**src/rtl/rx_receiver_if.sv**
```systemverilog
`timescale 1ns/1ps
`default_nettype none
// +--------------------------------------------------------------------------+
// | Module      : rx_receiver_if                                             |
// | Description : Bundle of serial-line inputs and packet/status outputs of  |
// |               the serial frame receiver.                                 |
// |   rx_line    1      serial line, one bit per clk                         |
// |   rx_enable  1      allows a new frame to start                          |
// |   clear_cnt  1      synchronous clear of the frame counters              |
// |   rx_packet  136    {header, payload left-aligned}                       |
// |   rx_valid   1      one-cycle strobe qualifying rx_packet/rx_crc_err     |
// |   rx_crc_err 1      received CRC differs from computed CRC               |
// |   rx_busy    1      a frame is being received                            |
// |   good_cnt   CNT_W  saturating count of CRC-good frames                  |
// |   err_cnt    CNT_W  saturating count of CRC-bad frames                   |
// |   master drives the line side; slave is the receiver.                    |
// | Revision    : 1.0  initial release                                       |
// +--------------------------------------------------------------------------+
interface rx_receiver_if #(
   parameter int CNT_W = 16
);
   logic             rx_line;
   logic             rx_enable;
   logic             clear_cnt;
   logic [135:0]     rx_packet;
   logic             rx_valid;
   logic             rx_crc_err;
   logic             rx_busy;
   logic [CNT_W-1:0] good_cnt;
   logic [CNT_W-1:0] err_cnt;

   modport master (
      output rx_line, rx_enable, clear_cnt,
      input  rx_packet, rx_valid, rx_crc_err, rx_busy, good_cnt, err_cnt
   );

   modport slave (
      input  rx_line, rx_enable, clear_cnt,
      output rx_packet, rx_valid, rx_crc_err, rx_busy, good_cnt, err_cnt
   );
endinterface
`default_nettype wire

```
**src/rtl/rx_receiver.sv**
```systemverilog
`timescale 1ns/1ps
`default_nettype none
// +--------------------------------------------------------------------------+
// | Module      : rx_receiver                                                |
// | Description : Serial frame receiver. Hunts for an alternating preamble   |
// |               followed by SFD 8'hAB, deserialises an 8-bit header and    |
// |               (hdr[3:0]+1)*8 payload bits, checks a CRC-8 (poly 0x07)    |
// |               over the payload and presents a 136-bit packet with a      |
// |               one-cycle valid strobe. Keeps saturating good/bad counts.  |
// | Ports       : clk  - clock, line sampled every rising edge               |
// |               rst  - synchronous active-high reset                       |
// |               bus  - rx_receiver_if.slave (line in, packet/status out)   |
// | Revision    : 1.0  initial release                                       |
// +--------------------------------------------------------------------------+
module rx_receiver #(
   parameter int PRE_MIN = 8,
   parameter int CNT_W   = 16
) (
   input  logic         clk,
   input  logic         rst,
   rx_receiver_if.slave bus
);

   typedef enum logic [1:0] {
      S_HUNT   = 2'd0,
      S_HEADER = 2'd1,
      S_DATA   = 2'd2,
      S_CRC    = 2'd3
   } state_t;

   localparam logic [7:0]       C_SFD     = 8'hAB;
   localparam logic [7:0]       C_POLY    = 8'h07;
   localparam logic [4:0]       C_PRE_MAX = 5'd31;
   localparam logic [4:0]       C_PRE_MIN = 5'(PRE_MIN);
   localparam logic [CNT_W-1:0] C_CNT_MAX = '1;
   localparam logic [CNT_W-1:0] C_CNT_ONE = CNT_W'(1);

   state_t           r_state;
   state_t           w_state_nxt;
   logic [6:0]       r_window;
   logic [4:0]       r_pre_cnt;
   logic [6:0]       r_bit_cnt;
   logic [6:0]       r_shift;
   logic [7:0]       r_hdr;
   logic [7:0]       r_crc;
   logic [127:0]     r_payload;
   logic [135:0]     r_packet;
   logic             r_valid;
   logic             r_crc_err;
   logic [CNT_W-1:0] r_good_cnt;
   logic [CNT_W-1:0] r_err_cnt;

   logic [7:0]       w_win_next;
   logic             w_line_toggled;
   logic [7:0]       w_shift_full;
   logic [7:0]       w_crc_next;
   logic             w_crc_ok;
   logic             w_sfd_hit;
   logic             w_hdr_done;
   logic             w_data_done;
   logic             w_crc_done;

   // Window includes the bit currently on the line, so the SFD is matched
   // on the same edge its last bit is sampled.
   assign w_win_next     = {r_window, bus.rx_line};
   assign w_line_toggled = bus.rx_line ^ r_window[0];
   assign w_shift_full   = {r_shift, bus.rx_line};
   assign w_crc_next     = {r_crc[6:0], 1'b0} ^ ((r_crc[7] ^ bus.rx_line) ? C_POLY : 8'h00);
   assign w_crc_ok       = (w_shift_full == r_crc);

   // ---------------------------------------------------------------- FSM
   always_ff @(posedge clk) begin
      if (rst) begin
         r_state <= S_HUNT;
      end else begin
         r_state <= w_state_nxt;
      end
   end

   always_comb begin
      w_state_nxt = r_state;
      w_sfd_hit   = 1'b0;
      w_hdr_done  = 1'b0;
      w_data_done = 1'b0;
      w_crc_done  = 1'b0;
      case (r_state)
         S_HUNT: begin
            // pre_cnt is the run length before this bit; the SFD's own
            // alternating bits therefore contribute to it.
            if ((w_win_next == C_SFD) && (r_pre_cnt >= C_PRE_MIN) && bus.rx_enable) begin
               w_sfd_hit   = 1'b1;
               w_state_nxt = S_HEADER;
            end
         end
         S_HEADER: begin
            if (r_bit_cnt == 7'd7) begin
               w_hdr_done  = 1'b1;
               w_state_nxt = S_DATA;
            end
         end
         S_DATA: begin
            // last payload bit index is (hdr[3:0]+1)*8-1
            if (r_bit_cnt == {r_hdr[3:0], 3'b111}) begin
               w_data_done = 1'b1;
               w_state_nxt = S_CRC;
            end
         end
         S_CRC: begin
            if (r_bit_cnt == 7'd7) begin
               w_crc_done  = 1'b1;
               w_state_nxt = S_HUNT;
            end
         end
         default: w_state_nxt = S_HUNT;
      endcase
   end

   // ----------------------------------------------------------- datapath
   always_ff @(posedge clk) begin
      if (rst) begin
         r_window  <= '0;
         r_pre_cnt <= '0;
         r_bit_cnt <= '0;
         r_shift   <= '0;
         r_hdr     <= '0;
         r_crc     <= '0;
         r_payload <= '0;
         r_packet  <= '0;
         r_valid   <= 1'b0;
         r_crc_err <= 1'b0;
      end else begin
         r_valid <= 1'b0;

         // Window/run counter only live while hunting; holding them at zero
         // during a frame means a back-to-back preamble starts from scratch.
         if (r_state == S_HUNT) begin
            r_window <= w_win_next[6:0];
            if (w_line_toggled) begin
               r_pre_cnt <= (r_pre_cnt == C_PRE_MAX) ? r_pre_cnt : r_pre_cnt + 5'd1;
            end else begin
               r_pre_cnt <= 5'd0;
            end
         end else begin
            r_window  <= '0;
            r_pre_cnt <= '0;
         end

         case (r_state)
            S_HUNT: begin
               if (w_sfd_hit) begin
                  r_bit_cnt <= '0;
                  r_crc     <= '0;
                  r_payload <= '0;
               end
            end
            S_HEADER: begin
               r_shift   <= w_shift_full[6:0];
               r_bit_cnt <= w_hdr_done ? 7'd0 : r_bit_cnt + 7'd1;
               if (w_hdr_done) begin
                  r_hdr <= w_shift_full;
               end
            end
            S_DATA: begin
               r_payload[7'd127 - r_bit_cnt] <= bus.rx_line;
               r_crc     <= w_crc_next;
               r_bit_cnt <= w_data_done ? 7'd0 : r_bit_cnt + 7'd1;
            end
            S_CRC: begin
               r_shift   <= w_shift_full[6:0];
               r_bit_cnt <= w_crc_done ? 7'd0 : r_bit_cnt + 7'd1;
               if (w_crc_done) begin
                  r_valid   <= 1'b1;
                  r_packet  <= {r_hdr, r_payload};
                  r_crc_err <= ~w_crc_ok;
               end
            end
            default: ;
         endcase
      end
   end

   // ----------------------------------------------------------- counters
   // clear_cnt takes priority over a same-cycle increment.
   always_ff @(posedge clk) begin
      if (rst) begin
         r_good_cnt <= '0;
         r_err_cnt  <= '0;
      end else begin
         if (bus.clear_cnt) begin
            r_good_cnt <= '0;
         end else if (w_crc_done && w_crc_ok && (r_good_cnt != C_CNT_MAX)) begin
            r_good_cnt <= r_good_cnt + C_CNT_ONE;
         end

         if (bus.clear_cnt) begin
            r_err_cnt <= '0;
         end else if (w_crc_done && !w_crc_ok && (r_err_cnt != C_CNT_MAX)) begin
            r_err_cnt <= r_err_cnt + C_CNT_ONE;
         end
      end
   end

   assign bus.rx_packet  = r_packet;
   assign bus.rx_valid   = r_valid;
   assign bus.rx_crc_err = r_crc_err;
   assign bus.rx_busy    = (r_state != S_HUNT);
   assign bus.good_cnt   = r_good_cnt;
   assign bus.err_cnt    = r_err_cnt;

endmodule
`default_nettype wire

```
**src/flat_wrapper.sv**
```systemverilog
// flat-port wrapper written by rule: the top's interface ports become plain ports
module rx_receiver_flat 
#(
   parameter int PRE_MIN = 8,
   parameter int CNT_W   = 16
)
  (clk, rst, bus_rx_line, bus_rx_enable, bus_clear_cnt, bus_rx_packet, bus_rx_valid, bus_rx_crc_err, bus_rx_busy, bus_good_cnt, bus_err_cnt);
  rx_receiver_if #(.CNT_W(CNT_W)) bus_i ();
  input  logic clk;
  input  logic rst;
  input wire logic [$bits(bus_i.rx_line)-1:0] bus_rx_line;
  input wire logic [$bits(bus_i.rx_enable)-1:0] bus_rx_enable;
  input wire logic [$bits(bus_i.clear_cnt)-1:0] bus_clear_cnt;
  output wire logic [$bits(bus_i.rx_packet)-1:0] bus_rx_packet;
  output wire logic [$bits(bus_i.rx_valid)-1:0] bus_rx_valid;
  output wire logic [$bits(bus_i.rx_crc_err)-1:0] bus_rx_crc_err;
  output wire logic [$bits(bus_i.rx_busy)-1:0] bus_rx_busy;
  output wire logic [$bits(bus_i.good_cnt)-1:0] bus_good_cnt;
  output wire logic [$bits(bus_i.err_cnt)-1:0] bus_err_cnt;
  assign bus_i.rx_line = bus_rx_line;
  assign bus_i.rx_enable = bus_rx_enable;
  assign bus_i.clear_cnt = bus_clear_cnt;
  assign bus_rx_packet = bus_i.rx_packet;
  assign bus_rx_valid = bus_i.rx_valid;
  assign bus_rx_crc_err = bus_i.rx_crc_err;
  assign bus_rx_busy = bus_i.rx_busy;
  assign bus_good_cnt = bus_i.good_cnt;
  assign bus_err_cnt = bus_i.err_cnt;
  rx_receiver #(.PRE_MIN(PRE_MIN), .CNT_W(CNT_W)) u_core (.clk(clk), .rst(rst), .bus(bus_i));
endmodule
```
**config.mk**
```make
export PLATFORM = sky130hd
export DESIGN_NAME = rx_receiver_flat
export DESIGN_NICKNAME = d
export VERILOG_FILES = /design/src/rtl/rx_receiver_if.sv /design/src/rtl/rx_receiver.sv /design/src/flat_wrapper.sv
export SDC_FILE = /design/constraint.sdc
export NUM_CORES = 1
export LEC_CHECK = 0
export BUFFER_PORTS_ARGS = -buffer_cell sky130_fd_sc_hd__buf_2
export CORE_MARGIN = 4
export CORE_UTILIZATION = 38
export CTS_BUF_LIST = sky130_fd_sc_hd__clkbuf_2
export DETAILED_ROUTE_END_ITERATION = 10
export GPL_TIMING_DRIVEN = 1
export HOLD_SLACK_MARGIN = 0.05
export SYNTH_ARGS = -nofsm -noshare
export SYNTH_HDL_FRONTEND = slang
export SYNTH_SLANG_ARGS = --single-unit
```
**constraint.sdc**
```tcl
create_clock -name clk -period 2.35 [get_ports clk]
set_clock_uncertainty 0.15 [all_clocks]
set_input_delay 0.235 -clock clk [delete_from_list [all_inputs] [get_ports clk]]
set_output_delay 0.235 -clock clk [all_outputs]
set_load 0.01 [all_outputs]
```
==> results of run 1 <==
synth_stat cells, drive strengths merged (2+ instances only):
cell type and instances:
nand2 461, dfxtp 342, a21oi 157, o21ai 136
clkbuf 129, a32o 128, nor2 75, nand3 25
mux2i 17, nand4 16, inv 14, or4 14
xnor2 13, ha 12, or3 11, o31ai 10
a31oi 9, and3 9, a22oi 8, o211ai 7
xor2 7, nor2b 6, nor3 6, nor4 6
buf 5, or2 5, a41o 4, and4 4
a211oi 3, nand3b 3, nand4b 3, a31o 2
and2 2, o2111ai 2, o21bai 2, o311ai 2
stage by stage:
step,instances,area [µm²]
2_1_floorplan,1665,13850
3_3_place_gp,2256,15690
3_5_place_dp,2256,15690
4_1_cts,2424,16600
5_1_grt,2433,16710
6_report,2433,16710
where the power goes:
group	internal (mW)	switching, mW	total, mW
Combinational	0.267	0.438	0.705
Clock	1.58	2.47	4.05
Sequential	5.82	0.0216	5.84
what timing repair did:
action	4_1_cts	5_1_grt
hold buffers	9	0
pin swaps	0	6
setup buffers	1	5
gates resized for setup	7	9
endpoints found under the setup margin	1	60
gates cloned	0	2
hold endpoints to repair	284	0
registers in the layout, indices dropped and copies added, names as in the netlist:
signal,flops
u_core.r_shift,7
u_core.r_crc,8
u_core.bus.err_cnt,16
u_core.bus.good_cnt,16
u_core.r_hdr,8
u_core.r_state,2
u_core.r_bit_cnt,7
u_core.r_window,7
u_core.bus.rx_packet,136
u_core.r_payload,128
u_core.bus.rx_crc_err,1
u_core.bus.rx_valid,1
u_core.r_pre_cnt,5
tightest hold or removal path, cell delays in order:
cell           delay (ns)
dlygate4sd3_1        0.55
buf_2                0.14
buf_4                0.16
nand2_1              0.06
a21oi_1              0.05
layout by cell type (no fill, tap or decap), types with 21 or more instances in the layout:
| cell type | instances |
|---|---|
| nand3_1 | 24 |
| buf_4 | 77 |
| buf_2 | 174 |
| clkbuf_2 | 128 |
| nor2_1 | 66 |
| nand2_1 | 461 |
| a32o_1 | 128 |
| dfxtp_1 | 341 |
| a21oi_1 | 157 |
| clkinv_1 | 21 |
| o21ai_0 | 136 |
final cells by class:
cell class	instances	share of cell area [%]
inverters	14	0.3668
flip-flops and latches	342	40.97
diodes	2	0.02994
clock inverters	31	0.9058
clock buffers	128	3.833
well taps	461	3.451
multi-input cells	1175	39.07
repair buffers	280	11.37
layer usage:
| layer | global-route usage [%] | vias up | wire, µm |
|---|---|---|---|
| met4 | 6.687 | 0 | 980 |
| met1 | 29.27 | 6309 | 19510 |
| met5 | 0 | - | 0 |
| met2 | 33.45 | 474 | 20030 |
| met3 | 4.184 | 76 | 2959 |
| li1 | - | 6441 | - |
path summary, 6_finish.rpt:
check                              end  depth (start not counted)  slack [ns]
max reg2reg      u_core.bus.err_cnt[7]                          6         0.1
max              u_core.bus.err_cnt[7]                          6         0.1
min                  u_core.r_shift[0]                          5        0.18
min reg2reg  u_core.bus.rx_packet[118]                          2        0.24
kinds of logic (layout without fill, tap and decap cells):
family / count (synthesis) / in the layout
buffers and inverters: 148 / 453
AOI/OAI and AO/OA: 475 / 475
xor gates and xnor gates: 20 / 20
muxes: 18 / 18
DFF: 342 / 342
adders and majority gates: 12 / 12
and+or+nand+nor: 650 / 650
other: 0 / 2
==> out/metrics.yaml, run 1 <==
cts:
  cts.clk_slew.worst_paths_ns: 0.11
  clk_path_buf_depth: 3
  cts_tree: "yes"
  cts_max_level: 3
  cts_buffers: 90
  cts-root-buf: "clkbuf_2"
  insertion_delay_ns: 0.96
  cts.sinks: 342
flow_run:
  drv_cap: 0
critical_path:
  required_ns: 3.09
  crit_slowest_cell: "or4_4"
  path_class: "flop to flop"
  cp_max_fo: 20
  cp_top_family: "simple AND/OR/NAND/NOR gates"
  slowest_delay_ns: 0.62
  end_kind: "flop"
  arrival_ns: 2.99
  cp-startpoint: "u_core.r_bit_cnt[6]"
  cp-start-kind: "flop"
  crit_chain: "or4_4, nor2_4, o21ai_0, buf_4, or4_1, a21oi_1"
  timing.rr.start: "u_core.r_bit_cnt[6]"
  worst-path-buf-inv: 1
floorplanning:
  initial_core_util_pct: 38.76
  floorplan.die.width_um: 198.9
  die_area_um2: 39570
  core_region_area_um2: 35740
  ioPinCount: 176
  die-height_um: 198.9
  num_rows: 69
finish:
  post-route-util_pct: 46.77
  final_nets: 1920
  ff_latch_area_um2: 6848
  drive_above_1_share_pct: 22.39
  fillers: 3629
  syn_to_final_growth_pct: 20.67
  multi_input_area_um2: 6531
yosys:
  synth_area_leaders: "dfxtp_1, nand2_1, a32o_1, a21oi_1, o21ai_0"
  yosys_warnings: 0
  synth-xor-area-share_pct: 1.265
  synth.distinct_cells: 53
  yosys.area_share.simple_pct: 19.89
  synth_top_family_by_area: "compound AO/OA/AOI/OAI gates"
  ys_async_sr_fraction_pct: 0
  yosys.area.top_type: "dfxtp_1"
  synth-main-ff-cell: "dfxtp_1"
  synth_fp_nets: 1682
  synth_top_area_share_pct: 49.43
  avgSynthCellArea_um2: 8.320
  synth_compound_area_share_pct: 22.94
  syn_area_um2: 13850
  ys_seq_area_share_pct: 49.43
  synth-adder-area-share_pct: 1.084
  synthMuxAreaShare_pct: 1.310
  ys_seq_elements: 342
  synthCells: 1665
  synth_edf_count: 0
timing:
  max_slew_margin_pct: 19.27
  hold_viol_final: 0
  setup_viol: 0
  setup_tns_ns: 0
  max_freq_mhz: 443.6
  tightest_slew_ns: 1.206
  rsz0062_at_grt: "no"
  fin_crit_sh_pct: 95.93
  slew_viol_final: 0
  min_period_ns: 2.254
  holdWs_ns: 0.1837
  setup_ws_ns: 0.09568
route:
  routed-via-count: 13300
  drtIter0Drc: 1112
  wire_per_inst_um: 17.87
  drc: 0
  dr.pass1.iters: 6
  drt_wl_total_um: 43480
  via_per_inst: 5.467
  ant_nets: 0
global_route:
  grt_max_degree: 88
  grt_usage_pct: 21.15
  antenna_found_initial: 1
  grt_pass1_vias: 12680
  grt_pass1_wl_um: 68190
  overflow: 0
power:
  power_density_nw_per_um2: 634.0
  p_leak_nw: 6.327
  vdd_ir_drop_max_v: 0.0003358
  p_total_mw: 10.60
placed_design:
  gp_congestion: 0.7878
  numPortBuffers: 175
  dp_hpwl_um: 27060
  place_ws_ns: 0.02622
hold_path:
  hold_class: "input pin to flop"
  hp-start: "bus_rx_line"
status:
  status: "complete, no violations"
Power figures use the tool's default switching activity.
==> run 2: changes to the inputs <==
- CELL_PAD_IN_SITES_DETAIL_PLACEMENT: default -> 1
- CELL_PAD_IN_SITES_GLOBAL_PLACEMENT: default -> 2
- CORE_UTILIZATION: 38 -> 32
- PLACE_DENSITY_LB_ADDON: default -> 0.1
- SLEW_MARGIN: default -> 20
==> run 2 against run 1 <==
Clock power increased by 4%. Non-clock buffer count up 4. Critical endpoint is now u_core.bus.good_cnt[15]. Combinational power fell by 3.5%. Global-route usage down 1.0 points. Design area grew 1.1%. Sequential share of layout area shrank 0.46 points. Critical path depth unchanged. Maximum frequency fell by 3.0%. Largest power group unchanged. Sequential power about the same. Clock-buffer cell count up 20. Die area rose by 18%.
==> out/metrics.yaml, run 2 (synthesis results as in run 1) <==
status:
  status: "complete, no violations"
cts:
  cts_buffers: 96
  cts-root-buf: "clkbuf_2"
  cts_tree: "yes"
  insertion_delay_ns: 0.99
  cts.clk_slew.worst_paths_ns: 0.11
  clk_path_buf_depth: 3
  cts.sinks: 342
  cts_max_level: 3
finish:
  fillers: 5173
  layout.cells.non_filler: 2560
  layout_common_cells: "nand2_1, dfxtp_1, buf_2"
  final_nets: 1930
  largest_register_ffs: 136
  syn_to_final_growth_pct: 22.05
  drive_above_1_share_pct: 23.36
  layout_commonest_cell: "nand2_1"
route:
  dr.pass1.iters: 4
  routed-via-count: 13360
  drc: 0
  via_per_inst: 5.218
  drt_wl_total_um: 48260
  drtIter0Drc: 919
  ant_nets: 0
  wire_per_inst_um: 18.85
placed_design:
  dp.cells: 2378
  place_ws_ns: -0.06964
  dp_hpwl_um: 31260
  numPortBuffers: 175
  gp_congestion: 0.7787
timing:
  fin_crit_sh_pct: 98.91
  rsz0062_at_grt: "yes"
  setup_viol: 0
  max_slew_margin_pct: 50.11
  max_freq_mhz: 430.2
  tightest_slew_ns: 0.7472
  min_period_ns: 2.324
  hold_viol_final: 0
  setup_ws_ns: 0.02563
  slew_viol_final: 0
critical_path:
  r2r_cells: 6
  r2r_slack_ns: 0.03
  end_kind: "flop"
  path_class: "flop to flop"
  r2r-end: "u_core.bus.good_cnt[15]"
  required_ns: 3.08
  arrival_ns: 3.05
  cp-start-kind: "flop"
  timing.rr.start: "u_core.r_bit_cnt[5]"
  cp_max_fo: 9
global_route:
  grt_max_degree: 117
  overflow: 0
  grt_pass1_wl_um: 76790
  grt_pass1_vias: 13580
  grt_usage_pct: 20.13
  antenna_found_initial: 1
floorplanning:
  floorplan.die.width_um: 216.1
  die-height_um: 216.1
  num_rows: 75
  ioPinCount: 176
  core_region_area_um2: 42320
  die_area_um2: 46680
  initial_core_util_pct: 32.73
power:
  p_total_mw: 10.73
  p_leak_nw: 6.392
  vdd_ir_drop_max_v: 0.0002694
  power_density_nw_per_um2: 634.5
hold_path:
  hold_class: "input pin to flop"
  hp-start: "bus_clear_cnt"
  min_to: "u_core.bus.err_cnt[8]"
  min_path_cells: 4
flow_run:
  drv_cap: 0
## run 2: cell type report
cell class	instances	area (µm²)	share of cell area [%]
antenna	1	2.502	0.01480
clock buffer	148	740.7	4.381
clock inverter	19	72.57	0.4292
inverter	14	57.56	0.3404
multi-input combinational	1175	6545	38.71
sequential	342	6849	40.51
tap	577	721.9	4.270
timing repair buffer	284	1917	11.34
## run 2: stage by stage
| stage | hold slack, ns | TNS (ns) | instance area [µm²] | utilization [%] |
|---|---|---|---|---|
| 3_3_place_gp | 0.2915 | 0 | 15870 | 37.50 |
| 4_1_cts | 0.1414 | -0.01892 | 16820 | 39.74 |
| 2_1_floorplan | 0.2255 | 0 | 13850 | - |
| 3_5_place_dp | 0.2953 | -0.1855 | 15870 | 37.50 |
| 6_report | 0.2475 | 0 | 16910 | 39.95 |
| 5_1_grt | 0.2163 | -0.1183 | 16910 | 39.95 |
## run 2: worst max-delay path by stage
stage | startpoint | end | slack, ns | depth (start not counted)
after detailed placement | u_core.r_bit_cnt[3] | u_core.r_bit_cnt[6] | -0.07 | 6
after global placement | u_core.r_bit_cnt[6] | u_core.r_bit_cnt[3] | 0.02 | 6
after global routing | u_core.r_bit_cnt[5] | u_core.bus.good_cnt[15] | -0.06 | 6
final | u_core.r_bit_cnt[5] | u_core.bus.good_cnt[15] | 0.03 | 6
after floorplan | u_core.r_bit_cnt[6] | u_core.bus.good_cnt[2] | 0.08 | 7
after CTS | u_core.r_state[0] | bus_rx_busy | -0.02 | 4
## run 2: power by group
group / internal, mW / switching [mW]
Sequential: 5.82 / 0.0290
Combinational: 0.248 / 0.432
Clock: 1.64 / 2.55
## run 2: what timing repair did
action	CTS	global route
hold buffers	10	0
endpoints found under the hold margin	335	0
setup endpoints to repair	9	34
pin swaps	2	5
resized for setup	12	12
buffers inserted	0	3
cloned	0	2
## run 2: worst max-delay path, cell delays in order (launching register included)
cell and delay [ns]:
dfxtp_1 0.33, or4_4 0.59, nor4_4 0.28, nand4b_1 0.12, buf_4 0.18, or4_1 0.49
nand2_1 0.08
## run 2: layer usage
layer / track usage [%] / routed length, µm / vias to the layer above / part of all wire (%)
li1: - / - / 6433 / -
met1: 27.62 / 23110 / 6584 / 48
met2: 32.24 / 22190 / 287 / 46
met3: 3.908 / 2173 / 54 / 4.5
met4: 6.187 / 788 / 0 / 1.6
met5: 0 / 0 / - / 0
==> run 3: changes to the inputs <==
- CORE_UTILIZATION: 32 -> 31
- CTS_BUF_LIST: sky130_fd_sc_hd__clkbuf_2 -> sky130_fd_sc_hd__clkbuf_4 sky130_fd_sc_hd__clkbuf_8 sky130_fd_sc_hd__clkbuf_16
==> run 3 against run 2 <==
Worst hold slack gained 0.024 ns. Clock power increased by 65%. Non-clock buffer count fell by 4. Maximum frequency is 2.4% higher. Register-to-register slack gained 0.05 ns. Wire length increased by 0.50%. Critical path type unchanged. Largest cell class unchanged.
==> out/metrics.yaml, run 3 (synthesis results as in run 1) <==
timing:
  setup_viol: 0
  slew_viol_final: 0
  fin_crit_sh_pct: 96.64
  max_slew_margin_pct: 49.80
  setup_ws_ns: 0.07908
  min_period_ns: 2.271
  hold_viol_final: 0
  max_freq_mhz: 440.3
  tightest_slew_ns: 0.7518
floorplanning:
  initial_core_util_pct: 31.32
  die-height_um: 219.4
  floorplan.die.width_um: 219.4
  core_region_area_um2: 44220
  ioPinCount: 176
  die_area_um2: 48130
  num_rows: 77
critical_path:
  end_kind: "flop"
  r2r_cells: 6
  crit_slowest_cell: "or4_4"
  timing.critical_path.to: "u_core.bus.good_cnt[15]"
  cp-startpoint: "u_core.r_bit_cnt[4]"
  cp_max_fo: 9
  timing.rr.start: "u_core.r_bit_cnt[4]"
  r2r-end: "u_core.bus.good_cnt[15]"
  slowest_delay_ns: 0.62
  crit_chain: "or4_4, nor4_2, nand4b_1, buf_4, or4_1, nand2_1"
  r2r_slack_ns: 0.08
  required_ns: 2.69
  cp-start-kind: "flop"
  arrival_ns: 2.61
  path_class: "flop to flop"
power:
  vdd_ir_drop_max_v: 0.0003658
  switching_power_mw: 3.021
  seq_power_share_pct: 43.7
  swShare_pct: 22.52
  clockPowerShare_pct: 51.6
  pwr-share-comb_pct: 4.7
  p_int_mw: 10.39
  p_leak_nw: 6.482
  power_density_nw_per_um2: 764.3
finish:
  layout_commonest_cell: "nand2_1"
  largest_register_ffs: 136
  fillers: 5183
  drive_above_1_share_pct: 20.35
  layout_common_cells: "nand2_1, dfxtp_1, buf_2"
  final_nets: 1872
  post-route-util_pct: 39.68
  diodes: 0
  ff_latch_area_um2: 6847
  syn_to_final_growth_pct: 26.68
  multi_input_area_um2: 6536
flow_run:
  drv_cap: 0
route:
  wire_per_inst_um: 19.57
  ant_nets: 0
  drtIter0Drc: 753
  drt_wl_total_um: 48500
  drc: 0
  via_per_inst: 5.213
  routed-via-count: 12920
  dr.pass1.iters: 6
status:
  status: "complete, no violations"
cts:
  insertion_delay_ns: 0.56
  cts_tree: "yes"
  clk_path_buf_depth: 3
  post_cts_buffers: 0
  cts-root-buf: "clkbuf_16"
  cts_max_level: 2
  cts.sinks: 342
  cts_buffers: 42
  cts.clk_slew.worst_paths_ns: 0.06
placed_design:
  dp_hpwl_um: 31460
  numPortBuffers: 175
  gp_congestion: 0.7598
  place_ws_ns: -0.02148
global_route:
  overflow: 0
  grt_usage_pct: 19.80
  antenna_found_initial: 0
  grt_max_degree: 138
  grt_pass1_vias: 13250
  grt_pass1_wl_um: 75940
hold_path:
  hold_class: "input pin to flop"
==> run 3: cell count changes in the layout (fill, tap and decap cells not counted), moves of 7 or more <==
cell,previous run,this run
clkbuf_16,1,43
dlygate4sd3_1,10,3
clkinv_1,15,0
clkbuf_2,148,0
clkbuf_4,0,9
clkbuf_8,0,11
==> run 3: cell type report <==
type | count | share of cell area (%)
clock buffers | 63 | 7.380
clock inverters | 13 | 1.127
inverters | 14 | 0.3137
multi-input cells | 1175 | 37.25
flip-flops and latches | 342 | 39.02
well taps | 592 | 4.221
repair buffers | 280 | 10.70
==> run 3: repair_timing <==
| item | in CTS | in global routing |
|---|---|---|
| setup endpoints to repair | 4 | 159 |
| endpoints found under the hold margin | 22 | 0 |
| hold buffers | 3 | 0 |
| pin swaps | 0 | 2 |
| resized for setup | 1 | 11 |
==> run 3: metrics by stage <==
stage	TNS, ns	area [µm²]	hold WS, ns	instances	total power [mW]
2_1_floorplan	0	13850	0.2255	1665	6.360
3_3_place_gp	0	15960	0.2917	2400	6.589
3_5_place_dp	-0.03851	15960	0.2945	2400	6.603
4_1_cts	0	17490	0.2470	2479	13.64
5_1_grt	-0.005884	17550	0.3248	2479	13.94
6_report	0	17550	0.2712	2479	13.41
==> run 3: worst min-delay path by stage <==
stage	from	endpoint	depth (start not counted)
2_1_floorplan	bus_rx_line	u_core.r_shift[0]	2
3_3_place_gp	u_core.bus.rx_packet[32]	u_core.bus.rx_packet[32]	2
3_5_place_dp	u_core.bus.rx_packet[110]	u_core.bus.rx_packet[110]	2
4_1_cts	bus_rx_enable	u_core.r_bit_cnt[2]	6
5_1_grt	u_core.bus.rx_packet[21]	u_core.bus.rx_packet[21]	2
6_report	bus_rx_enable	u_core.r_bit_cnt[2]	6
==> run 3: critical path, delay by kind of cell, from the launching register on <==
| family | cells | cell delay (ns) |
|---|---|---|
| simple gates | 5 | 1.57 |
| flops | 1 | 0.31 |
| buf+inv | 1 | 0.18 |
==> run 3: routing by layer <==
| metal | track usage, % | vias to the layer above | routed length (µm) |
|---|---|---|---|
| met1 | 26.98 | 6359 | 23100 |
| met2 | 32.96 | 217 | 22630 |
| met5 | 0 | - | 0 |
| li1 | - | 6290 | - |
| met4 | 5.098 | 0 | 881 |
| met3 | 2.908 | 58 | 1898 |
==> run 3: power groups by stage <==
stage | clock [mW] | sequential, mW | combinational [mW]
after CTS | 7.16 | 5.85 | 0.631
after detailed placement | 0 | 5.98 | 0.621
after floorplan | 0 | 5.97 | 0.386
after global placement | 0 | 5.98 | 0.610
after global routing | 7.39 | 5.86 | 0.696
final | 6.93 | 5.86 | 0.629
